[config.mk]
export PLATFORM = sky130hd
export DESIGN_NAME = relu1_stream_reader
export DESIGN_NICKNAME = d
export VERILOG_FILES = /design/src/rtl/relu1_stream_reader.sv
export SDC_FILE = /design/constraint.sdc
export NUM_CORES = 1
export LEC_CHECK = 0
export ABC_AREA = 1
export CORE_AREA = 2 2 122 124
export DETAILED_ROUTE_END_ITERATION = 7
export DIE_AREA = 0 0 124 126
export GPL_TIMING_DRIVEN = 0
export PLACE_DENSITY = 0.73
export SYNTH_ARGS = -nofsm -noshare
export SYNTH_HDL_FRONTEND = slang
export SYNTH_SLANG_ARGS = --single-unit
[constraint.sdc]
create_clock -name clk -period 2.6 [get_ports clk]
set_input_delay 0.52 -clock clk [delete_from_list [all_inputs] [get_ports clk]]
set_output_delay 0.52 -clock clk [all_outputs]
set_load 0.005 [all_outputs]
[src/rtl/relu1_stream_reader.sv]
// relu1_stream_reader: read side of the layer-1 activation buffer.
// It sweeps addresses 0..DEPTH-1 and absorbs the buffer's 1-cycle registered
// read latency. Each activation is presented on a valid/ready stream, and a
// 2-entry skid FIFO holds reads that are still in flight during a stall.
// Optional macro RELU1_READER_CLAMP_EN clamps negative activations to zero
// as they enter the FIFO.
module relu1_stream_reader #(
  parameter int DATA_WIDTH = 32,
  parameter int DEPTH      = 64,
  parameter int ADDR_WIDTH = 16
) (
  input  logic                  clk,
  input  logic                  rst_n,
  input  logic                  start,
  output logic                  busy,
  output logic                  done,
  output logic [ADDR_WIDTH-1:0] mem_read_addr,
  input  logic [DATA_WIDTH-1:0] mem_data_in,
  output logic [DATA_WIDTH-1:0] out_data,
  output logic [ADDR_WIDTH-1:0] out_index,
  output logic                  out_last,
  output logic                  out_valid,
  input  logic                  out_ready
);

  localparam logic [1:0] S_IDLE  = 2'd0;
  localparam logic [1:0] S_RUN   = 2'd1;
  localparam logic [1:0] S_DRAIN = 2'd2;
  localparam logic [1:0] S_DONE  = 2'd3;

  localparam logic [ADDR_WIDTH-1:0] LAST_ADDR = ADDR_WIDTH'(DEPTH - 1);

  logic [1:0]            state_q, state_d;
  logic [ADDR_WIDTH-1:0] addr_q;          // next address to issue
  logic [ADDR_WIDTH-1:0] addr_hold_q;     // last issued address, held when idle
  logic                  inflight_q;      // a read returns data this cycle
  logic [ADDR_WIDTH-1:0] inflight_idx_q;

  logic [DATA_WIDTH-1:0] fifo_data_q [2];
  logic [ADDR_WIDTH-1:0] fifo_idx_q  [2];
  logic                  fifo_last_q [2];
  logic                  wr_ptr_q, rd_ptr_q;
  logic [1:0]            count_q;

  logic                  issue, push, pop;
  logic [1:0]            occ;
  logic [DATA_WIDTH-1:0] push_data;

  assign pop  = out_valid & out_ready;
  assign push = inflight_q;
  assign occ  = count_q + {1'b0, inflight_q};
  // A pop this cycle frees a slot for the read issued now. This keeps
  // throughput at one element per cycle while the FIFO can never overflow.
  assign issue = (state_q == S_RUN) && ((occ < 2'd2) || ((occ == 2'd2) && pop));

  assign mem_read_addr = issue ? addr_q : addr_hold_q;
  assign busy      = (state_q != S_IDLE);
  assign done      = (state_q == S_DONE);
  assign out_valid = (count_q != 2'd0);
  assign out_data  = fifo_data_q[rd_ptr_q];
  assign out_index = fifo_idx_q[rd_ptr_q];
  assign out_last  = fifo_last_q[rd_ptr_q];

  // Sweep sequencing: issue all addresses, drain the FIFO, then pulse done.
  always_comb begin
    state_d = state_q;
    case (state_q)
      S_IDLE:  if (start) state_d = S_RUN;
      S_RUN:   if (issue && (addr_q == LAST_ADDR)) state_d = S_DRAIN;
      S_DRAIN: if (pop && out_last) state_d = S_DONE;
      default: state_d = S_IDLE;
    endcase
  end

  // Value pushed into the FIFO, optionally re-applying ReLU.
  always_comb begin
    push_data = mem_data_in;
`ifdef RELU1_READER_CLAMP_EN
    if (mem_data_in[DATA_WIDTH-1]) push_data = '0;
`endif
  end

  // State, address counter and in-flight read tracking.
  always_ff @(posedge clk or negedge rst_n) begin
    if (!rst_n) begin
      state_q        <= S_IDLE;
      addr_q         <= '0;
      addr_hold_q    <= '0;
      inflight_q     <= 1'b0;
      inflight_idx_q <= '0;
    end else begin
      state_q    <= state_d;
      inflight_q <= issue;
      if (state_q == S_IDLE) begin
        addr_q <= '0;
      end else if (issue) begin
        addr_q         <= addr_q + 1'b1;
        addr_hold_q    <= addr_q;
        inflight_idx_q <= addr_q;
      end
    end
  end

  // 2-entry skid FIFO. Push and pop in the same cycle are allowed, even when the FIFO is full.
  always_ff @(posedge clk or negedge rst_n) begin
    if (!rst_n) begin
      for (int i = 0; i < 2; i++) begin
        fifo_data_q[i] <= '0;
        fifo_idx_q[i]  <= '0;
        fifo_last_q[i] <= 1'b0;
      end
      wr_ptr_q <= 1'b0;
      rd_ptr_q <= 1'b0;
      count_q  <= 2'd0;
    end else begin
      if (push) begin
        fifo_data_q[wr_ptr_q] <= push_data;
        fifo_idx_q[wr_ptr_q]  <= inflight_idx_q;
        fifo_last_q[wr_ptr_q] <= (inflight_idx_q == LAST_ADDR);
        wr_ptr_q              <= ~wr_ptr_q;
      end
      if (pop) rd_ptr_q <= ~rd_ptr_q;
      count_q <= count_q + {1'b0, push} - {1'b0, pop};
    end
  end

endmodule

==> results.json <==
{
  "sw_frac_of_total": 0.369,
  "grt_pass1_vias": 6034,
  "clockRootBuffer": "clkbuf_16",
  "die_h_um": 126,
  "fin_setup_tns_ns": 0,
  "syn_avg_cell_area_sq_um": 8.10,
  "ant_nets": 0,
  "synthToLayoutAreaGrowth_pct": 29.3,
  "finish.utilization": 0.635,
  "pwr_density_cell_mw_per_mm2": 1190,
  "grt_setup_unrepaired": "no",
  "worst_slack_ns": 0.0859,
  "synth_seq_cells": 153,
  "start_util": 0.491,
  "synth_top_cell_area_share": 0.545,
  "cts_buffers": 17,
  "combPwrFrac": 0.440,
  "layout-drive-gt1-share": 0.119,
  "path_clk_slew_ns": 0.06,
  "seq_power_share": 0.347,
  "drc_errors": 0,
  "preCtsSetupSlack_ns": -0.369,
  "antenna_found_initial": 0,
  "total_leakage_power_nw": 4.46,
  "finalSetupViolCount": 0,
  "place_hpwl_mm": 12.0,
  "ys_seq_area_frac": 0.545,
  "drtIter0Drc": 531,
  "yosysTopAreaCell": "dfrtp_1",
  "ys.warnings.count": 0,
  "max_slew.worst_pin.slew_ns": 0.726,
  "row_count": 44,
  "synth_area_sq_mm": 0.00702,
  "ios": 104,
  "cts_num_sinks": 153,
  "critPathMaxFanout": 7,
  "final_nets": 1044,
  "worst_ep_required_time_ns": 2.08,
  "fin_skew_ns": 0.00519,
  "final_cells": 1198,
  "core_sq_mm": 0.0143,
  "htree_levels": 4,
  "diodes": 0,
  "grt_pass1_wl_mm": 29.2,
  "gp_congestion": 0.893,
  "vias_per_cell": 5.13,
  "n_fill_cell": 1279,
  "internal_power_w": 0.00680,
  "synthDistinctLibCells": 29,
  "slew_violations": 0,
  "clkPwrFrac": 0.213,
  "wl_per_cell_um": 14.7,
  "slew_headroom": 0.516,
  "arrival_ns": 1.99,
  "cap_violations": 0,
  "outcome": "complete, no violations",
  "fmax_mhz": 398,
  "timing.critical_path.from": "count_q[0]",
  "layout_worst_path_cycle_share": 0.967,
  "hold_violations": 0,
  "fin_crit_ns": 2.51,
  "grt_max_degree": 80,
  "dieArea_sq_mm": 0.0156,
  "vias": 6151,
  "final_common_cell": "nand2_1",
  "numPortBuffers": 103,
  "clkLatencyLatePin_ns": 0.42,
  "p_switching_w": 0.00397,
  "synthCells": 867,
  "final_cell_mix": "341 x nand2_1, 152 x dfrtp_1, 124 x o21ai_0",
  "grt_use_total": 0.239,
  "reg2reg_depth": 10,
  "end_kind": "primary output",
  "synthTopCellsByArea": "dfrtp_1 55%, nand2_1 18%, o21ai_0 10%",
  "ctsHoldBuffers": 0,
  "ir_worst_vdd_uv": 640,
  "wl_mm": 17.6,
  "place_inst": 1155,
  "cts_tree": "yes",
  "r2r-start": "count_q[0]",
  "grt.overflow.total": 0,
  "hold_path.class": "input port to async pin",
  "syn_nets": 910,
  "dieWidth_um": 124,
  "critPathKind": "register to primary output",
  "ctsLongestPathBuffers": 2,
  "first_pass_iters": 5,
  "startpoint_type": "register"
}
-- worst max-delay path: stages, from the launching register on --
cell and delay [ns]:
dfrtp_1 0.40, ha_1 0.31, inv_2 0.06, nand3_2 0.07, nand2_4 0.10, nand2_8 0.11
buf_8 0.17, o21ai_2 0.13, clkdlybuf4s15_2 0.22
-- cells in the mapped netlist --
| master | number |
|---|---|
| nor3_1 | 3 |
| nand2_8 | 1 |
| buf_6 | 5 |
| nor2_1 | 28 |
| nand4_1 | 15 |
| nand2_2 | 3 |
| a21oi_1 | 1 |
| nand3_2 | 1 |
| buf_2 | 12 |
| nand3_1 | 11 |
| nor2_4 | 1 |
| clkbuf_1 | 26 |
| nand2_1 | 343 |
| xor2_1 | 4 |
| inv_2 | 2 |
| nor2_8 | 1 |
| o21ai_1 | 16 |
| buf_4 | 2 |
| or2_2 | 1 |
| o21ai_2 | 9 |
| nand2_4 | 1 |
| ha_1 | 7 |
| o21a_1 | 1 |
| nor4_1 | 2 |
| inv_1 | 76 |
| or2_1 | 1 |
| inv_4 | 1 |
| dfrtp_1 | 153 |
| o21ai_0 | 140 |
-- metrics by stage --
stage / hold WS [ns] / instance area [sq um] / total power (W)
floorplan: 0.224 / 7020 / 0.00609
global placement: 0.465 / 8290 / 0.00799
detailed placement: 0.473 / 8310 / 0.00808
CTS: 0.164 / 9090 / 0.0108
global route: 0.208 / 9080 / 0.0116
finish: 0.146 / 9080 / 0.0108
-- final cells by class --
type,instances,area (sq um),share of cell area
flip-flops and latches,153,3830,0.422
repair buffers,117,1140,0.125
plain buffers,42,297,0.0326
inverters,79,313,0.0344
multi-input cells,591,2730,0.300
clock buffers,21,450,0.0496
clock inverters,11,100,0.0110
well taps,184,230,0.0253
-- final timing paths --
path / to / slack [ns]
min in group clk: fifo_idx_q[14] / 0.48
max in group asynchronous: count_q[1] / 1.65
max: mem_read_addr[9] / 0.09
min reg2reg: fifo_idx_q[14] / 0.48
max reg2reg: addr_hold_q[13] / 0.69
min: fifo_data_q[8] / 0.15
-- layer usage --
layer | vias up | share of wire | global-route usage
li1 | 3015 | - | -
met1 | 2881 | 0.44 | 0.329
met2 | 207 | 0.47 | 0.380
met3 | 48 | 0.061 | 0.0394
met4 | 0 | 0.029 | 0.0945
met5 | - | 0 | 0
-- power groups by stage --
| stage | combinational [W] | sequential [W] | clock [W] |
|---|---|---|---|
| after floorplan | 0.00245 | 0.00364 | 0 |
| after global placement | 0.00426 | 0.00373 | 0 |
| after detailed placement | 0.00432 | 0.00375 | 0 |
| after CTS | 0.00470 | 0.00373 | 0.00233 |
| after global routing | 0.00529 | 0.00385 | 0.00245 |
| final | 0.00474 | 0.00374 | 0.00230 |
-- what timing repair did --
action                                  4_1_cts  5_1_grt
endpoints found under the setup margin       57       41
gates resized for setup                      94       22
setup buffers                                 7        3
pin swaps                                     1        3
gates cloned                                  4        0
-- cell families (layout without fill, tap and decap cells) --
group,after synthesis,after routing,share of synthesized area
buffers and inverters,124,270,0.0752
AND/OR/NAND/NOR,412,413,0.238
XOR/XNOR,4,4,0.00499
adder cells (fa/ha/maj),7,7,0.0125
AO/OA/AOI/OAI,167,167,0.124
flip-flops,153,153,0.545
-- registers in the layout, indices dropped and copies added, names as in the netlist --
name            cells
wr_ptr_q            1
fifo_last_q         2
inflight_q          1
inflight_idx_q     16
addr_hold_q        16
fifo_data_q        64
addr_q             16
state_q             2
count_q             2
fifo_idx_q         32
rd_ptr_q            1
Power figures use the tool's default switching activity.
